$ cat config.mk
export PLATFORM = sky130hd
export DESIGN_NAME = pwm_duty_sampler
export DESIGN_NICKNAME = d
export VERILOG_FILES = /design/src/rtl/pwm_duty_sampler.sv
export SDC_FILE = /design/constraint.sdc
export NUM_CORES = 1
export LEC_CHECK = 0
export BUFFER_PORTS_ARGS = -buffer_cell sky130_fd_sc_hd__buf_2
export CAP_MARGIN = 20
export CORE_MARGIN = 8
export CORE_UTILIZATION = 30
export CTS_CLUSTER_SIZE = 14
export DETAILED_ROUTE_END_ITERATION = 6
export PLACE_DENSITY_LB_ADDON = 0.1
export RECOVER_POWER = 100
export SETUP_SLACK_MARGIN = 0.05
export SYNTH_ARGS = -nofsm -noshare
export SYNTH_HDL_FRONTEND = slang
export SYNTH_SLANG_ARGS = --single-unit
$ cat constraint.sdc
create_clock -name clk -period 3.4 [get_ports clk]
set_input_delay 0.34 -clock clk [delete_from_list [all_inputs] [get_ports clk]]
set_output_delay 0.34 -clock clk [all_outputs]
set_load 0.01 [all_outputs]
$ cat src/rtl/pwm_duty_sampler.sv
// Per-channel PWM duty counter over fixed sample windows, with a buffered valid/ready output.
// Define PWM_SAMPLER_SKID_EN for a 2-entry output FIFO; otherwise a single output register is used.
module pwm_duty_sampler #(
  parameter int unsigned NUM_CH        = 2,
  parameter int unsigned SAMPLE_CYCLES = 2835,
  parameter int unsigned CNT_W         = $clog2(SAMPLE_CYCLES + 1)
) (
  input  logic                      clk,
  input  logic                      rst,
  input  logic [NUM_CH-1:0]         pwm_in,
  input  logic                      enable,
  output logic [NUM_CH*CNT_W-1:0]   sample_data,
  output logic                      sample_valid,
  input  logic                      sample_ready,
  output logic                      overrun,
  input  logic                      overrun_clear
);

  localparam logic [CNT_W-1:0] WIN_LAST = CNT_W'(SAMPLE_CYCLES - 1);

  logic [CNT_W-1:0]        win_q, win_d;
  logic [CNT_W-1:0]        acc_q [NUM_CH];
  logic [CNT_W-1:0]        acc_d [NUM_CH];
  logic                    win_end;
  logic [NUM_CH*CNT_W-1:0] result;
  logic                    valid_q, valid_d;
  logic                    overrun_q, overrun_d;
  logic                    drop;

  // Accumulators fold in the window-end sample directly, so the result is complete on that edge.
  always_comb begin
    win_end = enable && (win_q == WIN_LAST);
    win_d   = '0;
    if (enable && !win_end) win_d = win_q + CNT_W'(1);
    result  = '0;
    for (int unsigned i = 0; i < NUM_CH; i++) begin
      result[i*CNT_W +: CNT_W] = acc_q[i] + CNT_W'(pwm_in[i]);
      acc_d[i] = (enable && !win_end) ? result[i*CNT_W +: CNT_W] : '0;
    end
  end

  always_comb begin
    overrun_d = overrun_q;
    if (drop)               overrun_d = 1'b1;
    else if (overrun_clear) overrun_d = 1'b0;
  end

  always_ff @(posedge clk) begin
    if (rst) begin
      win_q     <= '0;
      acc_q     <= '{default: '0};
      valid_q   <= 1'b0;
      overrun_q <= 1'b0;
    end else begin
      win_q     <= win_d;
      acc_q     <= acc_d;
      valid_q   <= valid_d;
      overrun_q <= overrun_d;
    end
  end

  assign sample_valid = valid_q;
  assign overrun      = overrun_q;

`ifdef PWM_SAMPLER_SKID_EN
  logic [NUM_CH*CNT_W-1:0] buf0_q, buf0_d, buf1_q, buf1_d;
  logic [1:0]              cnt_q, cnt_d;
  logic                    pop, space;

  // Pop first, then push into the slot the pop left free; buf0 is always the head.
  always_comb begin
    pop    = (cnt_q != 2'd0) && sample_ready;
    space  = (cnt_q != 2'd2) || pop;
    drop   = win_end && !space;
    buf0_d = buf0_q;
    buf1_d = buf1_q;
    cnt_d  = cnt_q;
    if (pop) begin
      buf0_d = buf1_q;
      cnt_d  = cnt_q - 2'd1;
    end
    if (win_end && space) begin
      if (cnt_d == 2'd0) buf0_d = result;
      else               buf1_d = result;
      cnt_d = cnt_d + 2'd1;
    end
    valid_d = (cnt_d != 2'd0);
  end

  always_ff @(posedge clk) begin
    if (rst) begin
      buf0_q <= '0;
      buf1_q <= '0;
      cnt_q  <= '0;
    end else begin
      buf0_q <= buf0_d;
      buf1_q <= buf1_d;
      cnt_q  <= cnt_d;
    end
  end

  assign sample_data = buf0_q;
`else
  logic [NUM_CH*CNT_W-1:0] data_q, data_d;
  logic                    pop, push;

  always_comb begin
    pop     = valid_q && sample_ready;
    push    = win_end && (!valid_q || pop);
    drop    = win_end && valid_q && !pop;
    data_d  = push ? result : data_q;
    valid_d = push || (valid_q && !pop);
  end

  always_ff @(posedge clk) begin
    if (rst) data_q <= '0;
    else     data_q <= data_d;
  end

  assign sample_data = data_q;
`endif

endmodule

Yosys cells after proc, flatten, opt, wreduce, memory -nomap -nowiden
Index checks and enable logic that the tools add are counted.
{"block": "op_classes", "bitwise_logic": 1, "n_eq_ne": 1, "n_addsub": 3, "n_reduce_logical": 14, "n_mux": 2}
{"operator": "$add A12 B1 Y12", "count": 2}
{"operator": "$add A12 B1 Y12 const B", "count": 1}
{"operator": "$eq A12 B12 Y1 const B", "count": 1}
{"operator": "$logic_and A1 B1 Y1", "count": 7}
{"operator": "$logic_not A1 Y1", "count": 3}
{"operator": "$logic_or A1 B1 Y1", "count": 2}
{"operator": "$mux W1", "count": 2}
{"operator": "$reduce_bool A2 Y1", "count": 1}
{"operator": "$reduce_or A2 Y1", "count": 1}
{"operator": "$not A1 Y1", "count": 1}
{"block": "totals", "register_bits": 62, "in_bits": 7, "output_inout_bits": 26}

Logic depth before layout (Yosys ltp)
Gate-level depths: netlist of run 1.
{"block": "depth", "word_depth": 6, "mapped_depth": 8, "ltp_nobuf": 6}

Worst setup path after synthesis of run 1
Ideal clock, no wire load.
{"block": "synth_timing", "path_kind": "reg2reg", "from": "register win_q[0]", "to": "register data_q[10], in the netlist sample_data[10]", "path_stages_with_launch": 9, "n_path_buf": 2, "slack_ns": 1.499, "arrival_time_ns": 1.767, "path_cell_list": "dfxtp_1 -> inv_1 -> ha_1 -> nand4_2 -> or4b_2 -> buf_2 -> nor2_4 -> buf_4 -> a211oi_1"}
{"block": "synth_via", "elab_chain_len": 3}
{"element": "start, declared", "line": "21", "text": "logic [CNT_W-1:0] win_q, win_d;"}
{"element": "start signal, assigned", "line": "55", "text": "win_q <= win_d;"}
{"element": "$eq A12 B12 Y1", "line": "32", "text": "win_end = enable && (win_q == WIN_LAST);"}
{"element": "$logic_and A1 B1 Y1", "line": "32"}
{"element": "$logic_and A1 B1 Y1", "line": "109", "text": "push = win_end && (!valid_q || pop);"}
{"element": "end signal, assigned", "line": "117", "text": "else data_q <= data_d;"}
{"element": "end, declared", "line": "104", "text": "logic [NUM_CH*CNT_W-1:0] data_q, data_d;"}
Every way passes these cells.
A chain may end at the register's enable or synchronous reset.

Final worst setup path of run 1
{"block": "layout_timing", "from": "register win_q[0]", "to": "register data_q[14], in the netlist sample_data[14]"}
Same word-level chain as after synthesis.

==> metrics.txt, run 1 <==
number of global-route vias before repair=1,966; Yosys reg bits=62; worst hold path class=in -> reg; clock-pin slew on the worst setup and hold paths=0.07 ns; most frequent cell after synthesis=dfxtp_1; non-filler instance count after layout=414; RSZ-0062 raised after global routing=false; crit path capture type=flop; Peak VDD IR=0.0002294 V; Post-Route WL=6086 um; P_int=1.016 mW; Reg power frac=55.4%; Post-CTS Setup Repair Bufs=0; Final period util=75.08%; IO Pins=33; DP HPWL=4177 um; Setup-failing EPs final=0; synth cell count leaders=dfxtp_1, nor2_1, a21oi_1, nand3_1, xor2_1; Max Fclk=391.7 MHz; Sw Pwr=303.2 uW; drt pass-1 iters=4; Place WS=1.207 ns; WP data required=3.66 ns; power density cells=455.8 nW/um2; cts bufs inserted=9; Yosys warning count=0; number of nets in the layout=317; RD Place Congestion=0.7257; initial antenna violation count=0; max-cap check violation count=1; Post-synth EDFFs=0; PnR worst setup slack=0.8473 ns; H-tree depth=3; final core occ=35.05%; crit path launch type=flop; top-area cell type share of the netlist area=48.25%; Detail Route Antenna Nets=0; Post-CTS Resized=0; Post-Syn Area=2572 um2; clock group share of total power=42.1%; violated checks=capacitance limit, slew limit; cts hold-fix bufs=0; sequential-to-total area share from yosys stat=48.25%; vias after detailed routing=1,969; Routed wire per std cell=14.70 um; row count=33; max-slew violations=11; antenna cells=0; placed cell count=398; Root Driver=clkbuf_8; share of layout cells above drive strength 1=8.414%; Die Y=108.6 um; drt drc=0; cell count after synthesis=274; TNS Setup=0 ns; CP Class=reg -> reg; Synth area leader=dfxtp_1; Final Skew=0.007125 ns; CP max FO=10; CTS max path bufs=2; first-pass GRT wire length=10,090 um; Data arrival, critical path=2.81 ns; vias per inst=4.756; port bufs=32; CTS tree=yes; syn nets=287; mean post-synth cell area=9.389 um2; combinational power share=2.5%; GRT Util Overall=11.00%; worst skew pair latency=0.33 ns; die width=108.6 um; starting density of the core=31.15%; status=finished, violations left; final hold vios=0; Starting DRT DRC Count=56; Die Footprint=11,790 um2; Netlist cell types=33; Core Area=8258 um2; Synth Flop Type=dfxtp_1; Least-Margin Pin Slew=1.544 ns; Lkg Pwr=0.9577 nW; Sw Share=22.99%; slew margin rel.=-4.410%; GRT overflow=0; Period minus WS final=2.553 ns; FFs w/ async S/R, synth=0%; top post-synthesis cells by area=dfxtp_1, xor2_1, nor2_1; Area Growth Syn to Fin=12.50%; largest net degree at the start of global routing=37; CTS sink count=62
final timing paths:
kind,start,endpoint,slack (ns),cells past startpoint
worst min-delay path,overrun_clear,overrun$_SDFFE_PP0P_,0.27,3
worst min register to register,overrun$_SDFFE_PP0P_,overrun$_SDFFE_PP0P_,0.47,2
worst max-delay path,win_q[0]$_SDFF_PP0_,sample_data[14]$_SDFFE_PP0P_,0.85,6
worst max register to register,win_q[0]$_SDFF_PP0_,sample_data[14]$_SDFFE_PP0P_,0.85,6
placed cells by master, fill, tap and decap left out, types with 2 or more instances in the layout:
cell and count:
a211oi_1 14, nand4_1 8, nor2b_1 7, xnor2_1 12, o21ai_0 10, nand2_1 6, dfxtp_1 62, nor3_1 2
nand3_1 26, ha_1 6, clkbuf_8 10, or4_1 2, nor2_1 35, xor2_1 18, clkinv_2 5, and2_1 2
and3_1 2, a21oi_1 26, nand2b_1 3, clkbuf_1 27, inv_1 7, nor4_1 2, and4_1 4, buf_2 6
layer usage:
metal / share of wire, % / vias up / GRT usage, % / wire, um
li1: - / 1008 / - / -
met1: 51 / 916 / 14.38 / 3094
met2: 42 / 39 / 15.82 / 2569
met3: 6.0 / 6 / 4.462 / 363
met4: 0.97 / 0 / 4.106 / 59
met5: 0 / - / 0 / 0
power by group through the flow:
stage	clock network [mW]	registers [mW]	logic, mW
after floorplan	0	0.747	0.0244
after global placement	0	0.747	0.0340
after detailed placement	0	0.747	0.0337
after CTS	0.582	0.731	0.0337
after global routing	0.616	0.730	0.0372
final	0.556	0.731	0.0325
flip-flops by register name (all words and copies together) (netlist names):
register      flops
win_q            12
sample_valid      1
overrun           1
acc_q            24
sample_data      24
critical path: stages, from the launching register on:
cell	delay, ns
dfxtp_1	0.34
inv_1	0.07
ha_1	0.15
nand4_1	0.22
nor4b_1	1.29
nand3_1	0.21
a21oi_1	0.20
cell families (layout without fill, tap and decap cells):
logic type	Yosys count	in the layout	share of synthesized area, %
flops	62	62	48.25
buf+inv	20	55	4.280
fa+ha+maj	6	6	2.918
simple gates	106	106	23.25
compound gates	50	50	11.09
xor+xnor	30	30	10.21
per-stage QoR:
stage | total power [mW] | hold WS (ns) | cell area [um2]
finish | 1.319 | 0.2674 | 2894
detailed placement | 0.7810 | 0.4673 | 2780
floorplan | 0.7713 | 0.4407 | 2572
CTS | 1.346 | 0.2535 | 2947
global placement | 0.7811 | 0.4593 | 2780
global route | 1.383 | 0.2661 | 2894
cell type report:
type                    count  area [um2]
inverters                   7       26.28
clock buffers              11       141.4
well taps                 105       131.4
fillers                   899        5364
clock inverters             5       25.02
multi-input cells         192        1201
flip-flops and latches     62        1241
repair buffers             32       127.6
No activity file was read; power rests on OpenSTA's default activity.
==> run 2: changes to the inputs <==
Clock period 3.4 ns to 2.5 ns, I/O delays scaled along.
==> run 2 against run 1 <==
Effect of this change:
- sequential power rose by 36%
- combinational power up 41%
- critical path type unchanged
- cell area increased by 2.2%
- the run now ends clean
- largest cell class unchanged
- sequential cell count unchanged
==> metrics.txt, run 2 (synthesis results as in run 1) <==
drt pass-1 iters=4 (unchanged); most common cell after layout, fill and taps aside=dfxtp_1 (unchanged); Least-Margin Pin Slew=0.8073 ns (was 1.544 ns); crit path launch type=flop (unchanged); clock group share of total power=46.3% (was 42.1%); Core Area=8258 um2 (unchanged); worst hold path class=in -> reg (unchanged); RR Startpoint=win_q[5]$_SDFF_PP0_ (was win_q[0]$_SDFF_PP0_); Root Driver=clkbuf_8 (unchanged); share of layout cells above drive strength 1=9.615% (was 8.414%); max-slew violations=0 (was 11); CTS tree=yes (unchanged); power density cells=655.0 nW/um2 (was 455.8 nW/um2); Final Skew=0.006913 ns (was 0.007125 ns); cts bufs inserted=9 (unchanged); IO Pins=33 (unchanged); Hold Crit Depth=3 (unchanged); largest net degree at the start of global routing=37 (unchanged); final hold vios=0 (unchanged); Sw Pwr=421.7 uW (was 303.2 uW); Max Fclk=447.7 MHz (was 391.7 MHz); Routed wire per std cell=14.58 um (was 14.70 um); Area Growth Syn to Fin=14.93% (was 12.50%); die width=108.6 um (unchanged); H-tree depth=3 (unchanged); drt drc=0 (unchanged); worst r2r path cells=5 (was 6); GRT overflow=0 (unchanged); port bufs=32 (unchanged); RR Endpoint=sample_data[5]$_SDFFE_PP0P_ (was sample_data[14]$_SDFFE_PP0P_); Setup-failing EPs final=0 (unchanged); CP Class=reg -> reg (unchanged); Hold Path Origin=overrun_clear (unchanged); slew margin rel.=46.18% (was -4.410%); Lkg Pwr=0.9830 nW (was 0.9577 nW); cts hold-fix bufs=0 (unchanged); initial antenna violation count=0 (unchanged); RSZ-0062 raised after global routing=false (unchanged); Post-CTS Setup Repair Bufs=0 (unchanged); Detail Route Antenna Nets=0 (unchanged); vias per inst=4.712 (was 4.756); antenna cells=0 (unchanged); RD Place Congestion=0.7280 (was 0.7257); CTS sink count=62 (unchanged); Post-CTS Resized=0 (unchanged); first-pass GRT wire length=9846 um (was 10,090 um); number of nets in the layout=320 (was 317); DP HPWL=4258 um (was 4177 um); R2R setup slack=0.27 ns (was 0.85 ns); CP max FO=16 (was 10); Starting DRT DRC Count=60 (was 56); Peak VDD IR=0.0002271 V (was 0.0002294 V); worst setup path start=win_q[5]$_SDFF_PP0_ (was win_q[0]$_SDFF_PP0_); number of global-route vias before repair=1,900 (was 1,966); crit path capture type=flop (unchanged); Reg power frac=51.3% (was 55.4%); GRT Util Overall=10.75% (was 11.00%); Data arrival, critical path=2.49 ns (was 2.81 ns); row count=33 (unchanged); starting density of the core=31.15% (unchanged); Final period util=89.34% (was 75.08%); P_int=1.515 mW (was 1.016 mW); Die Footprint=11,790 um2 (unchanged); worst skew pair latency=0.34 ns (was 0.33 ns); clock-pin slew on the worst setup and hold paths=0.07 ns (about the same); Post-Route WL=6078 um (was 6086 um); status=finished clean (was finished, violations left); WP data required=2.76 ns (was 3.66 ns); TNS Setup=0 ns (unchanged); Tot Pwr=1.936 mW (was 1.319 mW); Worst Hold End=overrun$_SDFFE_PP0P_ (unchanged); CTS max path bufs=2 (unchanged); Period minus WS final=2.233 ns (was 2.553 ns); Die Y=108.6 um (unchanged); vias after detailed routing=1,965 (was 1,969); most frequent cells in the layout=dfxtp_1, nor2_1, clkbuf_1 (unchanged); combinational power share=2.4% (was 2.5%); Sw Share=21.78% (was 22.99%); max-cap check violation count=0 (was 1)
## run 2: cell types whose count changed in the layout (fill, tap and decap cells not counted), sizes merged
| cell | before | now |
|---|---|---|
| buf | 6 | 8 |
| bufinv | 0 | 1 |
| clkbuf | 37 | 39 |
| clkinv | 5 | 3 |
## run 2: final cells by class
class	count	area, um2
clock inverter	4	45.04
timing repair buffer	35	146.4
fill	872	5301
multi-input combinational	192	1211
inverter	7	26.28
sequential	62	1241
clock buffer	12	155.1
tap	105	131.4
## run 2: worst max-delay path, stage by stage, from the launching register on
cell and delay, ns:
dfxtp_1 0.35, or4_4 0.56, nor4_4 0.22, clkbuf_1 0.64, a21oi_1 0.15, a211oi_1 0.23
## run 2: how the worst max path moves through the flow
stage,endpoint,slack (ns),depth (start not counted)
after floorplan,sample_data[10]$_SDFFE_PP0P_,0.60,8
after global placement,sample_data[19]$_SDFFE_PP0P_,0.33,6
after detailed placement,sample_data[21]$_SDFFE_PP0P_,0.34,6
after CTS,sample_data[19]$_SDFFE_PP0P_,0.33,6
after global routing,sample_data[5]$_SDFFE_PP0P_,0.12,5
final,sample_data[5]$_SDFFE_PP0P_,0.27,5
## run 2: metrics by stage
step | util, % | cell area (um2) | std cells | hold WS [ns] | setup slack, ns
final | 35.80 | 2957 | 417 | 0.1678 | 0.2666
after global routing | 35.80 | 2957 | 417 | 0.1740 | 0.1241
after CTS | 36.36 | 3003 | 417 | 0.1600 | 0.3268
after detailed placement | 33.94 | 2803 | 401 | 0.4651 | 0.3369
after global placement | 33.94 | 2803 | 401 | 0.4610 | 0.3255
after floorplan | - | 2572 | 274 | 0.3907 | 0.5994
## run 2: power by group through the flow
stage / clock network (mW) / logic [mW] / registers [mW]
final: 0.897 / 0.0459 / 0.994
after global routing: 0.976 / 0.0517 / 0.994
after CTS: 0.930 / 0.0478 / 0.994
after detailed placement: 0 / 0.0477 / 1.02
after global placement: 0 / 0.0478 / 1.02
after floorplan: 0 / 0.0332 / 1.02
## run 2: metal layers
metal / track usage, % / vias to the layer above / routed length [um]
met3: 4.283 / 9 / 321
li1: - / 1020 / -
met4: 4.399 / 0 / 80
met5: 0 / - / 0
met2: 15.34 / 38 / 2456
met1: 14.05 / 898 / 3219
